[config.mk]
export PLATFORM = sky130hd
export DESIGN_NAME = mem_access_ctrl_flat
export DESIGN_NICKNAME = d
export VERILOG_FILES = /design/src/rtl/mem_access_ctrl_if.sv /design/src/rtl/mem_access_ctrl.sv /design/src/flat_wrapper.sv
export SDC_FILE = /design/constraint.sdc
export NUM_CORES = 1
export LEC_CHECK = 0
export CORE_UTILIZATION = 47
export DETAILED_ROUTE_END_ITERATION = 8
export PLACE_DENSITY = 0.89
export RECOVER_POWER = 50
export REMOVE_ABC_BUFFERS = 1
export SLEW_MARGIN = 25
export SYNTH_ARGS = -nofsm -noshare
export SYNTH_HDL_FRONTEND = slang
export SYNTH_SLANG_ARGS = --single-unit
[constraint.sdc]
create_clock -name clk -period 2.4 [get_ports clk]
set_input_delay 0.36 -clock clk [delete_from_list [all_inputs] [get_ports clk]]
set_output_delay 0.36 -clock clk [all_outputs]
set_load 0.05 [all_outputs]
[src/rtl/mem_access_ctrl_if.sv]
// Memory bus between the load/store controller (master) and the memory port (slave).
// Request side is registered by the master; ack/rdata are returned by the slave.
interface mem_access_ctrl_if;
  logic        bus_req;
  logic        bus_we;
  logic [31:0] bus_addr;
  logic [31:0] bus_wdata;
  logic [3:0]  bus_be;
  logic        bus_ack;
  logic [31:0] bus_rdata;

  modport master (
    output bus_req, bus_we, bus_addr, bus_wdata, bus_be,
    input  bus_ack, bus_rdata
  );

  modport slave (
    input  bus_req, bus_we, bus_addr, bus_wdata, bus_be,
    output bus_ack, bus_rdata
  );
endinterface

[src/rtl/mem_access_ctrl.sv]
// Load/store unit: aligns and issues one bus access, stalls the pipeline until ack or timeout.
// Load result 1 cycle after ack (min 3 cycles); the bus is held until ack, aborting after TIMEOUT cycles.
module mem_access_ctrl #(
  parameter int unsigned TIMEOUT = 16
) (
  input  logic                     clk,
  input  logic                     reset,
  input  logic                     mem_re_in,
  input  logic                     mem_we_in,
  input  logic [31:0]              addr_in,
  input  logic [31:0]              wdata_in,
  input  logic [1:0]               size_in,
  input  logic                     unsigned_in,
  mem_access_ctrl_if.master        bus,
  output logic                     stall,
  output logic [31:0]              rdata_out,
  output logic                     rdata_valid,
  output logic                     misalign_err,
  output logic                     timeout_err
);

  localparam logic [7:0] LAST_WAIT = 8'(TIMEOUT - 1);

  typedef enum logic [1:0] {IDLE, BUSY, DONE} state_t;

  state_t      state, next_state;
  logic [7:0]  wait_cnt;
  logic        request, aligned;
  logic        accept, reject, finish_ok, finish_to;
  logic [3:0]  be_calc;
  logic [31:0] wdata_calc;

  // Attributes of the in-flight access, needed to extract the load lane on ack.
  logic [1:0]  lat_off;
  logic [1:0]  lat_size;
  logic        lat_uns;
  logic        lat_load;
  logic [7:0]  lane_b;
  logic [15:0] lane_h;
  logic [31:0] load_ext;

  assign request = mem_re_in | mem_we_in;

  always_comb begin
    aligned    = 1'b0;
    be_calc    = 4'h0;
    wdata_calc = wdata_in;
    case (size_in)
      2'b00: begin
        aligned    = 1'b1;
        be_calc    = 4'b0001 << addr_in[1:0];
        wdata_calc = {4{wdata_in[7:0]}};
      end
      2'b01: begin
        aligned    = ~addr_in[0];
        be_calc    = addr_in[1] ? 4'b1100 : 4'b0011;
        wdata_calc = {2{wdata_in[15:0]}};
      end
      2'b10: begin
        aligned    = (addr_in[1:0] == 2'b00);
        be_calc    = 4'b1111;
        wdata_calc = wdata_in;
      end
      default: aligned = 1'b0;
    endcase
  end

  always_ff @(posedge clk) begin
    if (reset) state <= IDLE;
    else       state <= next_state;
  end

  always_comb begin
    next_state = state;
    accept     = 1'b0;
    reject     = 1'b0;
    finish_ok  = 1'b0;
    finish_to  = 1'b0;
    stall      = 1'b0;
    case (state)
      IDLE: begin
        if (request) begin
          if (aligned) begin
            accept     = 1'b1;
            stall      = 1'b1;
            next_state = BUSY;
          end else begin
            reject     = 1'b1;
          end
        end
      end
      BUSY: begin
        stall = 1'b1;
        // An ack in the last permitted cycle still completes normally.
        if (bus.bus_ack) begin
          finish_ok  = 1'b1;
          next_state = DONE;
        end else if (wait_cnt == LAST_WAIT) begin
          finish_to  = 1'b1;
          next_state = DONE;
        end
      end
      DONE:    next_state = IDLE;
      default: next_state = IDLE;
    endcase
    if (reset) stall = 1'b0;
  end

  always_comb begin
    lane_b = bus.bus_rdata[{lat_off, 3'b000} +: 8];
    lane_h = bus.bus_rdata[{lat_off[1], 4'b0000} +: 16];
    case (lat_size)
      2'b00:   load_ext = lat_uns ? {24'h0, lane_b} : {{24{lane_b[7]}}, lane_b};
      2'b01:   load_ext = lat_uns ? {16'h0, lane_h} : {{16{lane_h[15]}}, lane_h};
      default: load_ext = bus.bus_rdata;
    endcase
  end

  always_ff @(posedge clk) begin
    if (reset) begin
      bus.bus_req   <= 1'b0;
      bus.bus_we    <= 1'b0;
      bus.bus_addr  <= 32'h0;
      bus.bus_wdata <= 32'h0;
      bus.bus_be    <= 4'h0;
      wait_cnt      <= 8'h0;
      lat_off       <= 2'b00;
      lat_size      <= 2'b00;
      lat_uns       <= 1'b0;
      lat_load      <= 1'b0;
      rdata_out     <= 32'h0;
      rdata_valid   <= 1'b0;
      misalign_err  <= 1'b0;
      timeout_err   <= 1'b0;
    end else begin
      misalign_err <= reject;
      timeout_err  <= finish_to;
      rdata_valid  <= finish_ok & lat_load;
      if (accept) begin
        // A simultaneous load request is dropped in favour of the store.
        bus.bus_req   <= 1'b1;
        bus.bus_we    <= mem_we_in;
        bus.bus_addr  <= {addr_in[31:2], 2'b00};
        bus.bus_wdata <= wdata_calc;
        bus.bus_be    <= be_calc;
        wait_cnt      <= 8'h0;
        lat_off       <= addr_in[1:0];
        lat_size      <= size_in;
        lat_uns       <= unsigned_in;
        lat_load      <= ~mem_we_in;
      end else if (finish_ok | finish_to) begin
        bus.bus_req <= 1'b0;
        bus.bus_we  <= 1'b0;
      end else if (state == BUSY) begin
        wait_cnt <= wait_cnt + 8'd1;
      end
      if (finish_ok & lat_load) rdata_out <= load_ext;
    end
  end

endmodule
[src/flat_wrapper.sv]
// flat-port wrapper written by rule: the top's interface ports become plain ports
module mem_access_ctrl_flat 
#(
  parameter int unsigned TIMEOUT = 16
)
  (clk, reset, mem_re_in, mem_we_in, addr_in, wdata_in, size_in, unsigned_in, stall, rdata_out, rdata_valid, misalign_err, timeout_err, bus_bus_req, bus_bus_we, bus_bus_addr, bus_bus_wdata, bus_bus_be, bus_bus_ack, bus_bus_rdata);
  mem_access_ctrl_if bus_i ();
  input  logic clk;
  input  logic reset;
  input  logic mem_re_in;
  input  logic mem_we_in;
  input  logic [31:0] addr_in;
  input  logic [31:0] wdata_in;
  input  logic [1:0] size_in;
  input  logic unsigned_in;
  output logic stall;
  output logic [31:0] rdata_out;
  output logic rdata_valid;
  output logic misalign_err;
  output logic timeout_err;
  output wire logic [$bits(bus_i.bus_req)-1:0] bus_bus_req;
  output wire logic [$bits(bus_i.bus_we)-1:0] bus_bus_we;
  output wire logic [$bits(bus_i.bus_addr)-1:0] bus_bus_addr;
  output wire logic [$bits(bus_i.bus_wdata)-1:0] bus_bus_wdata;
  output wire logic [$bits(bus_i.bus_be)-1:0] bus_bus_be;
  input wire logic [$bits(bus_i.bus_ack)-1:0] bus_bus_ack;
  input wire logic [$bits(bus_i.bus_rdata)-1:0] bus_bus_rdata;
  assign bus_bus_req = bus_i.bus_req;
  assign bus_bus_we = bus_i.bus_we;
  assign bus_bus_addr = bus_i.bus_addr;
  assign bus_bus_wdata = bus_i.bus_wdata;
  assign bus_bus_be = bus_i.bus_be;
  assign bus_i.bus_ack = bus_bus_ack;
  assign bus_i.bus_rdata = bus_bus_rdata;
  mem_access_ctrl #(.TIMEOUT(TIMEOUT)) u_core (.clk(clk), .reset(reset), .mem_re_in(mem_re_in), .mem_we_in(mem_we_in), .addr_in(addr_in), .wdata_in(wdata_in), .size_in(size_in), .unsigned_in(unsigned_in), .bus(bus_i), .stall(stall), .rdata_out(rdata_out), .rdata_valid(rdata_valid), .misalign_err(misalign_err), .timeout_err(timeout_err));
endmodule
==> impl_metrics.csv, run 1 <==
group,metric,value,unit
timing,rsz0062_at_grt,"no",
drt,num_vias,5524,
power_and_ir_drop,power.switching,1.71,mW
synthesis,async_flop_share,0,
global_routing,grt-ovfl-total,0,
power_and_ir_drop,p_sw_frac,0.276,
synthesis,ys.flop_type,"dfxtp_1",
global_routing,grt_util_met1,0.318,
critical_path,end_kind,"primary output",
drt,avgViaCountPerCell,5.56,
global_routing,antenna_found_initial,0,
synthesis,synth_area_per_cell,8.17,sq um
clock_tree,root_buffer,"clkbuf_16",
placed_design,dpl_worst_slack,0.0696,ns
final_layout,nFillCells,776,
clock_tree,cts_tree,"done",
outcome,outcome,"finished clean",
global_routing,first_global_vias,5460,
die,die_area,0.0117,sq mm
synthesis,yosysWarnings,0,
timing,worst-slew-pin-transition,1.03,ns
clock_tree,hold_buffers,0,
drt,wire_per_inst,16.4,microns
die,ioPinCount,210,
synthesis,synth_edf_count,0,
global_routing,grt_first_pass_wirelength,25900,microns
synthesis,ys_ff_latch,119,
die,num_rows,38,
timing,maxSlewHeadroom,0.311,
final_layout,instances_no_fill,993,
critical_path,crit_type,"in -> out",
synthesis,ys_seq_area_frac,0.448,
timing,min_period,2.26,ns
clock_tree,cts_buffers,17,
global_routing,grtUsageMet3,0.118,
placed_design,io_buffers,207,
final_layout,nets,945,
critical_path,critPathLaunchType,"input port",
timing,hold-worst-slack,0.453,ns
power_and_ir_drop,power,6.20,mW
final_layout,antennaDiodeCount,0,
global_routing,top_usage_layer,"met2",
timing,final-setup-viol-count,0,
synthesis,synth_area_leaders,"dfxtp_1, nand2_1, a21oi_1, nor2_1, mux2i_1",
clock_tree,clock-sinks,119,
global_routing,track_usage,0.285,
critical_path,crit_path_max_fanout,6,
clock_tree,cts_setup_buffers,0,
placed_design,dp_hpwl,11000,microns
global_routing,use_met2,0.473,
timing,report.final.hold_viol_count,0,
critical_path,critPathArrivalTime,1.90,ns
synthesis,synth_cells,651,
job,maxCapViolCount,0,
die,initial_utilization,0.486,
clock_tree,clock_latency,0.42,ns
power_and_ir_drop,p_clk_frac,0.451,
synthesis,netlist.area_leader.share,0.448,
drt,ant_nets,0,
drt,detailedRoute.firstPassIterationCount,5,
timing,post-route-period-util,0.942,
die,core,0.0109,sq mm
drt,first_iter_violations,388,
drt,totalWireLength,16300,microns
power_and_ir_drop,peakVddDrop,624,uV
die,die_y,108,microns
clock_tree,clk_pin_slew,0.05,ns
power_and_ir_drop,seqPwrFrac,0.349,
power_and_ir_drop,pwr-share-comb,0.200,
hold_path,min_path_type,"reg -> reg",
placed_design,place_inst,961,
synthesis,synth.distinct_cells,54,
synthesis,synth_top_area_cell,"dfxtp_1",
power_and_ir_drop,p_leak,2.86,nW
global_routing,grt_max_degree,66,
final_layout,fin_util,0.734,
die,die_x,108,microns
timing,slew_viol_final,0,
clock_tree,clockBufferDepth,2,
power_and_ir_drop,power.density,773,mW/mm^2
power_and_ir_drop,internal_power,4.49,mW
timing,worst_slack,0.140,ns
timing,skew,0.00821,ns
timing,fmax,442,MHz
final_layout,areaGrowthSynthToFinish,50.8,%
clock_tree,h-tree-depth,4,
placed_design,place_congestion,0.888,
synthesis,netlist_area,0.00532,sq mm
final_layout,drive_gt1_frac,0.0868,
drt,drc,0,
critical_path,required,2.04,ns
==> through the flow <==
step / cell area [sq um] / TNS, ns
global placement: 7480 / 0
detailed placement: 7480 / 0
CTS: 8130 / 0
finish: 8020 / 0
global route: 8020 / 0
floorplan: 5030 / -1.10
==> path summary, 6_finish.rpt <==
kind                            slack [ns]                                   end                                  from  cells past startpoint
worst min register to register        0.45  u_core.bus.bus_addr[18]$_SDFFE_PP0P_  u_core.bus.bus_addr[18]$_SDFFE_PP0P_                      2
worst max-delay path                  0.14                                 stall                            addr_in[0]                      6
worst min-delay path                  0.45  u_core.bus.bus_addr[18]$_SDFFE_PP0P_  u_core.bus.bus_addr[18]$_SDFFE_PP0P_                      2
worst max register to register        0.32     u_core.rdata_out[18]$_SDFFE_PP0P_        u_core.lat_off[1]$_SDFFE_PP0P_                      4
==> cells by family after synthesis <==
kind of cell | Yosys count | share of synthesized area
flip-flops | 119 | 0.448
AND/OR/NAND/NOR | 281 | 0.228
other | 1 | 0.000705
AO/OA/AOI/OAI | 160 | 0.206
adder cells (fa/ha/maj) | 1 | 0.00235
multiplexers | 27 | 0.0525
XOR/XNOR | 4 | 0.00659
buffers and inverters | 58 | 0.0558
==> worst max-delay path: stages <==
cell and delay, ns:
clkdlybuf4s50_1 0.66, a21oi_2 0.14, or2_2 0.32, a21oi_1 0.18, nor3_2 0.08, buf_12 0.16
==> per-layer routing <==
metal | part of all wire | vias to the layer above
li1 | - | 2625
met1 | 0.38 | 2582
met2 | 0.48 | 273
met3 | 0.11 | 44
met4 | 0.025 | 0
met5 | 0 | -
==> power by group through the flow <==
| stage | combinational [mW] | sequential (mW) | clock, mW |
|---|---|---|---|
| after floorplan | 0.336 | 2.55 | 0 |
| after global placement | 1.24 | 2.20 | 0 |
| after detailed placement | 1.26 | 2.20 | 0 |
| after CTS | 1.27 | 2.16 | 2.83 |
| after global routing | 1.32 | 2.18 | 2.92 |
| final | 1.24 | 2.17 | 2.79 |
==> cell usage after synthesis, drive strengths merged, types with 2 or more instances <==
cell / instances
dfxtp: 119
xnor2: 3
clkbuf: 23
a21oi: 60
nor2: 67
o221a: 7
a31oi: 8
o211ai: 3
mux2i: 20
nand2b: 5
o21ai: 30
nand3b: 10
a211oi: 33
mux2: 7
nor3: 13
a311oi: 9
nand3: 4
inv: 2
o21a: 2
nand2: 167
nor2b: 3
buf: 33
or2: 2
nor4: 3
==> placed cells by master (no fill, tap or decap), drive strengths merged, types with 2 or more instances in the layout <==
cell	n
bufinv	5
clkdlybuf4s50	205
a311oi	9
o21ai	30
conb	2
a21oi	60
nor2b	3
mux2i	20
nand3b	10
nand2b	5
o21a	2
nor4	3
o211ai	3
nand3	4
xnor2	3
inv	2
nor2	67
dfxtp	119
nor3	13
o221a	7
mux2	7
buf	14
or2	2
a31oi	8
clkbuf	30
nand2	167
clkinv	2
a211oi	33
==> final cells by class <==
type / instances / area, sq um / area share
tap: 140 / 175 / 0.0218
sequential: 119 / 2380 / 0.297
timing repair buffer: 225 / 2210 / 0.275
clock inverter: 8 / 168 / 0.0209
clock buffer: 24 / 482 / 0.0601
inverter: 2 / 7.51 / 0.000936
multi-input combinational: 475 / 2600 / 0.324
==> registers in the layout, summed over array words and instances (netlist names) <==
register	cells
u_core.bus.bus_be	4
u_core.rdata_valid	1
u_core.timeout_err	1
u_core.lat_uns	1
u_core.wait_cnt	8
u_core.misalign_err	1
u_core.lat_off	2
u_core.bus.bus_we	1
u_core.bus.bus_wdata	32
u_core.state	2
u_core.lat_load	1
u_core.bus.bus_req	1
u_core.lat_size	2
u_core.rdata_out	32
u_core.bus.bus_addr	30
==> repair_timing <==
action / in CTS / in global routing
hold endpoints to repair: 0 / 0
gates resized for setup: 0 / 1
setup endpoints to repair: 0 / 1
No activity file was read; power rests on OpenSTA's default activity.
==> run 2: changes to the inputs <==
==> constraint.sdc (replaced) <==
create_clock -name clk -period 2.8 [get_ports clk]
set_input_delay 0.42 -clock clk [delete_from_list [all_inputs] [get_ports clk]]
set_output_delay 0.42 -clock clk [all_outputs]
set_load 0.05 [all_outputs]
==> run 2 against run 1 <==
  * Die area unchanged
  * Critical path depth unchanged
  * Utilization down 0.43 points
  * Count of clock-buffer cells in the layout decreased by 7
  * Worst hold slack lost 0.0026 ns
  * Setup slack improved by 0.19 ns
==> impl_metrics.csv, run 2 (synthesis gave the netlist of run 1 again) <==
group,metric,value,unit
outcome,outcome,"finished clean",
die,ioPinCount,210,
hold_path,min_from,"u_core.bus.bus_wdata[30]$_SDFFE_PP0P_",
power_and_ir_drop,p_leak,2.84,nW
drt,num_vias,5451,
clock_tree,clk_pin_slew,0.05,ns
critical_path,r2r_cells,5,
placed_design,dpl_worst_slack,0.384,ns
critical_path,cpPeakStageDelay,0.66,ns
critical_path,required,2.38,ns
drt,wl_met2,7890,microns
die,die_y,108,microns
final_layout,drive_gt1_frac,0.0908,
global_routing,grt_max_degree,65,
critical_path,critPathArrivalTime,2.05,ns
clock_tree,hold_buffers,0,
timing,fmax,405,MHz
final_layout,instances_no_fill,989,
clock_tree,cts_setup_buffers,0,
hold_path,min_path_type,"reg -> reg",
drt,avgViaCountPerCell,5.51,
drt,dr_wl_met3,1680,microns
final_layout,nets,940,
critical_path,critPathLaunchType,"input port",
final_layout,final_cell_mix,"clkdlybuf4s50_1, nand2_1, dfxtp_1",
final_layout,areaGrowthSynthToFinish,49.9,%
global_routing,grt-ovfl-total,0,
timing,final-setup-viol-count,0,
critical_path,cp_cell_sequence,"dlygate4sd3_1 > nor3_4 > or2_2 > a21oi_1 > nor3_1 > buf_12",
timing,report.final.hold_viol_count,0,
global_routing,grt_first_pass_wirelength,25400,microns
timing,slew_viol_final,0,
drt,totalWireLength,16200,microns
timing,post-route-period-util,0.883,
final_layout,nFillCells,801,
critical_path,r2r_start,"u_core.lat_size[0]$_SDFFE_PP0P_",
die,num_rows,38,
hold_path,hold_end,"u_core.bus.bus_wdata[30]$_SDFFE_PP0P_",
critical_path,r2r_setup_slack,0.59,ns
timing,tns,0,ns
hold_path,hold_path_depth,2,
die,initial_utilization,0.486,
timing,min_period,2.47,ns
job,maxCapViolCount,0,
final_layout,layout_commonest_cell,"clkdlybuf4s50_1",
timing,worst_slack,0.329,ns
timing,maxSlewHeadroom,0.380,
clock_tree,clock_latency,0.42,ns
clock_tree,clock-sinks,119,
placed_design,io_buffers,207,
global_routing,first_global_vias,5207,
placed_design,place_congestion,0.869,
die,die_x,108,microns
timing,skew,0.0111,ns
final_layout,fin_util,0.729,
clock_tree,h-tree-depth,4,
clock_tree,cts_buffers,17,
drt,wire_per_inst,16.4,microns
drt,wl_met1,6300,microns
final_layout,top_regs,"u_core.bus.bus_wdata x32, u_core.rdata_out x32, u_core.bus.bus_addr x30",
die,core,0.0109,sq mm
placed_design,dp_hpwl,11000,microns
drt,first_iter_violations,361,
drt,highest_layer,"met4",
final_layout,register_area,0.00238,sq mm
drt,detailedRoute.firstPassIterationCount,5,
global_routing,antenna_found_initial,1,
clock_tree,clockBufferDepth,2,
placed_design,place_inst,956,
clock_tree,root_buffer,"clkbuf_16",
global_routing,track_usage,0.281,
power_and_ir_drop,peakVddDrop,508,uV
clock_tree,cts_tree,"done",
clock_tree,post_cts_resized,0,
die,die_area,0.0117,sq mm
critical_path,slowest_stage,"dlygate4sd3_1",
drt,drc,0,
timing,rsz0062_at_grt,"no",
critical_path,rr_endpoint,"u_core.rdata_out[5]$_SDFFE_PP0P_",
final_layout,multi_input_area,0.00262,sq mm
timing,worst-slew-pin-transition,0.920,ns
critical_path,crit_path_max_fanout,6,
drt,ant_nets,0,
critical_path,end_kind,"primary output",
critical_path,crit_type,"in -> out",
power_and_ir_drop,power.density,645,mW/mm^2
==> run 2: worst max-delay path: cells and delay by family <==
kind | cells | cell delay [ns]
AO/OA/AOI/OAI | 1 | 0.05
AND/OR/NAND/NOR | 3 | 0.73
buffers and inverters | 2 | 0.85
==> run 2: layer usage <==
metal | up-vias | track usage
li1 | 2609 | -
met1 | 2541 | 0.319
met2 | 267 | 0.476
met3 | 34 | 0.0983
met4 | 0 | 0.118
met5 | - | 0
==> run 2: metrics by stage <==
step           power [mW]  instance area (sq um)  hold WS [ns]
2_1_floorplan        2.47                   5030         0.444
3_3_place_gp         2.93                   7410         0.442
3_5_place_dp         2.95                   7410         0.448
4_1_cts              5.19                   8020         0.457
5_1_grt              5.33                   7970         0.478
6_report             5.14                   7970         0.450
==> run 2: area by class of cell <==
class,count,area share
multi-input combinational,475,0.329
sequential,119,0.299
timing repair buffer,220,0.273
clock buffer,17,0.0534
clock inverter,15,0.0224
tap,140,0.0220
inverter,2,0.000941
antenna,1,0.000314
==> run 2: worst max-delay path by stage <==
stage,start,end,depth (start not counted),slack (ns)
finish,size_in[0],stall,6,0.33
global placement,size_in[0],stall,6,0.43
detailed placement,size_in[0],stall,6,0.38
global route,size_in[0],u_core.lat_load$_SDFFE_PP0P_,6,0.21
floorplan,addr_in[1],u_core.bus.bus_be[1]$_SDFFE_PP0P_,4,0.25
CTS,size_in[0],stall,6,0.37
==> run 2: where the power goes <==
group          internal, mW  switching, mW  total, mW
logic                 0.410          0.657       1.07
registers              1.79         0.0590       1.85
clock network          1.40          0.823       2.22
total                  3.60           1.54       5.14
==> run 3: changes to the inputs <==
--- a/config.mk
+++ b/config.mk
@@ -5,11 +5,13 @@
 export SDC_FILE = /design/constraint.sdc
 export NUM_CORES = 1
 export LEC_CHECK = 0
+export ABC_AREA = 1
 export CORE_UTILIZATION = 47
 export DETAILED_ROUTE_END_ITERATION = 8
 export PLACE_DENSITY = 0.89
 export RECOVER_POWER = 50
 export REMOVE_ABC_BUFFERS = 1
+export SKIP_LAST_GASP = 1
 export SLEW_MARGIN = 25
 export SYNTH_ARGS = -nofsm -noshare
 export SYNTH_HDL_FRONTEND = slang
==> run 3 against run 2 <==
  * The flow now finishes with violations (max-capacitance violations, max-slew violations)
  * Sequential power grew 2%
  * First-iteration DRC count grew 0.55%
  * Sequential share of layout area shrank 0.19 points
  * Routed wire length shrank 2.5%
  * Setup slack lost 0.032 ns
  * Critical path type unchanged
  * Largest cell class unchanged
  * Largest power group unchanged
==> impl_metrics.csv, run 3 <==
group,metric,value,unit
outcome,outcome,"finished, violations left",
outcome,failed_checks,"max-capacitance violations, max-slew violations",
global_routing,antenna_found_initial,0,
global_routing,grt-ovfl-total,0,
synthesis,ys_ff_latch,119,
clock_tree,root_buffer,"clkbuf_8",
clock_tree,hold_buffers,0,
placed_design,place_inst,1064,
final_layout,final_cell_area,0.00802,sq mm
die,die_x,108,microns
final_layout,fin_util,0.737,
drt,num_vias,5695,
synthesis,synth_area_leaders,"dfxtp_1, nand2_1, nor2_1, o21ai_0, a21oi_1",
clock_tree,clockBufferDepth,2,
synthesis,synthMuxAreaShare,0,
final_layout,antennaDiodeCount,0,
placed_design,io_buffers,207,
synthesis,synth_edf_count,0,
timing,worst-slew-pin-transition,1.56,ns
critical_path,crit_type,"in -> out",
synthesis,synth_compound_area_frac,0.186,
drt,wl_met1,6010,microns
power_and_ir_drop,power.density,703,mW/mm^2
drt,first_iter_violations,363,
timing,min_period,2.50,ns
synthesis,synth_top_family_by_area,"simple AND/OR/NAND/NOR gates",
global_routing,track_usage,0.282,
global_routing,grt_max_degree,77,
final_layout,instances_no_fill,1096,
final_layout,layout_commonest_cell,"clkdlybuf4s50_1",
synthesis,yosysWarnings,0,
critical_path,critPathLaunchType,"input port",
synthesis,synth_top_area_cell,"dfxtp_1",
die,core,0.0109,sq mm
synthesis,synth_cells,750,
final_layout,drive_gt1_frac,0.0617,
synthesis,ys.flop_type,"dfxtp_1",
hold_path,min_from,"u_core.bus.bus_be[0]$_SDFFE_PP0P_",
power_and_ir_drop,peakVddDrop,382,uV
power_and_ir_drop,pwr-share-comb,0.239,
critical_path,r2r_cells,8,
placed_design,dp_hpwl,10700,microns
timing,report.final.hold_viol_count,0,
hold_path,hold_path_depth,2,
hold_path,hold_end,"u_core.bus.bus_be[0]$_SDFFE_PP0P_",
drt,drc,0,
timing,slew_viol_final,40,
power_and_ir_drop,p_leak,3.38,nW
clock_tree,post_cts_resized,0,
die,ioPinCount,210,
clock_tree,h-tree-depth,4,
global_routing,first_global_vias,5495,
final_layout,top_regs,"u_core.bus.bus_wdata x32, u_core.rdata_out x32, u_core.bus.bus_addr x30",
clock_tree,clock_latency,0.51,ns
final_layout,areaGrowthSynthToFinish,52.1,%
timing,final-setup-viol-count,0,
power_and_ir_drop,internal_power,3.90,mW
timing,rsz0062_at_grt,"no",
die,num_rows,38,
timing,fmax,400,MHz
timing,skew,0.00773,ns
power_and_ir_drop,seqPwrFrac,0.335,
critical_path,rr_endpoint,"u_core.rdata_out[11]$_SDFFE_PP0P_",
synthesis,ys_seq_area_frac,0.452,
placed_design,dpl_worst_slack,0.458,ns
drt,avgViaCountPerCell,5.20,
drt,wire_per_inst,14.4,microns
synthesis,synth_most_common_cell,"nand2_1",
die,initial_utilization,0.484,
critical_path,critPathArrivalTime,2.08,ns
critical_path,crit_path_max_fanout,5,
die,die_area,0.0116,sq mm
final_layout,nets,1048,
synthesis,synthXorXnorAreaFrac,0.00830,
synthesis,async_flop_share,0,
synthesis,netlist_area,0.00527,sq mm
hold_path,min_path_type,"reg -> reg",
power_and_ir_drop,p_sw_frac,0.309,
synthesis,synth.distinct_cells,31,
synthesis,synth_area_per_cell,7.03,sq um
power_and_ir_drop,power.switching,1.75,mW
clock_tree,cts_buffers,17,
placed_design,dpl-instance-area,0.00741,sq mm
clock_tree,cts_tree,"done",
critical_path,r2r_start,"u_core.state[0]$_SDFFE_PP0P_",
synthesis,synthAdderAreaFrac,0.00237,
placed_design,place_congestion,0.851,
drt,detailedRoute.firstPassIterationCount,5,
synthesis,synth-simple-area-share,0.270,
clock_tree,clk_pin_slew,0.06,ns
power_and_ir_drop,p_clk_frac,0.426,
clock_tree,clock-sinks,119,
drt,totalWireLength,15800,microns
die,die_y,108,microns
timing,worst_slack,0.297,ns
synthesis,netlist.area_leader.share,0.452,
drt,wl_met2,7640,microns
timing,hold-worst-slack,0.445,ns
critical_path,r2r_setup_slack,0.43,ns
clock_tree,cts_setup_buffers,0,
drt,dr_wl_met3,1590,microns
timing,maxSlewHeadroom,-0.0385,
job,maxCapViolCount,1,
synthesis,synth_common_cells,"nand2_1, nor2_1, dfxtp_1",
timing,post-route-period-util,0.894,
critical_path,end_kind,"primary output",
drt,highest_layer,"met4",
final_layout,final_cell_mix,"clkdlybuf4s50_1, nand2_1, nor2_1",
global_routing,grt_first_pass_wirelength,25600,microns
timing,tns,0,ns
critical_path,required,2.38,ns
power_and_ir_drop,power,5.64,mW
drt,ant_nets,0,
==> run 3: cell types whose count changed in the layout (fill, tap and decap cells not counted), sizes merged, moves of 10 or more <==
cell,previous run,this run
a211oi,33,0
mux2i,20,0
nand3b,10,0
nand3,4,17
nor2,67,150
inv,4,47
o211ai,3,15
o21ai,30,99
==> run 3: final cells by class <==
| cell class | count | area, sq um |
|---|---|---|
| fill | 840 | 2860 |
| multi-input combinational | 542 | 2450 |
| sequential | 119 | 2380 |
| timing repair buffer | 219 | 2190 |
| clock buffer | 19 | 442 |
| clock inverter | 13 | 216 |
| tap | 140 | 175 |
| inverter | 44 | 170 |
==> run 3: layer usage <==
layer,global-route usage,vias to the layer above
met3,0.0989,43
met1,0.304,2553
met5,0,-
li1,-,2819
met4,0.136,0
met2,0.491,280
==> run 3: critical path, cell delays in order <==
cell and delay [ns]:
dlygate4sd3_1 0.69, nor2_4 0.15, inv_2 0.06, nand3_1 0.14, nand3_1 0.17, a21oi_1 0.28
buf_12 0.18
==> run 3: how the worst max path moves through the flow <==
stage	start	endpoint	slack, ns
floorplan	size_in[1]	stall	-0.06
finish	size_in[0]	stall	0.30
global placement	size_in[1]	stall	0.48
detailed placement	size_in[1]	stall	0.46
CTS	size_in[1]	stall	0.46
global route	u_core.state[0]$_SDFFE_PP0P_	u_core.rdata_out[11]$_SDFFE_PP0P_	0.22
==> run 3: logic make-up (layout without fill, tap and decap cells) <==
| logic type | Yosys count | in the layout |
|---|---|---|
| and+or+nand+nor | 351 | 351 |
| AOI/OAI and AO/OA | 183 | 183 |
| DFF | 119 | 119 |
| buffers and inverters | 90 | 295 |
| xor gates and xnor gates | 5 | 5 |
| adders and majority gates | 1 | 1 |
| other | 1 | 2 |
==> run 3: power groups by stage <==
stage / registers (mW) / clock network [mW] / logic, mW
2_1_floorplan: 2.34 / 0 / 0.382
3_3_place_gp: 1.92 / 0 / 1.33
3_5_place_dp: 1.93 / 0 / 1.35
4_1_cts: 1.89 / 2.42 / 1.36
5_1_grt: 1.91 / 2.51 / 1.45
6_report: 1.89 / 2.40 / 1.35
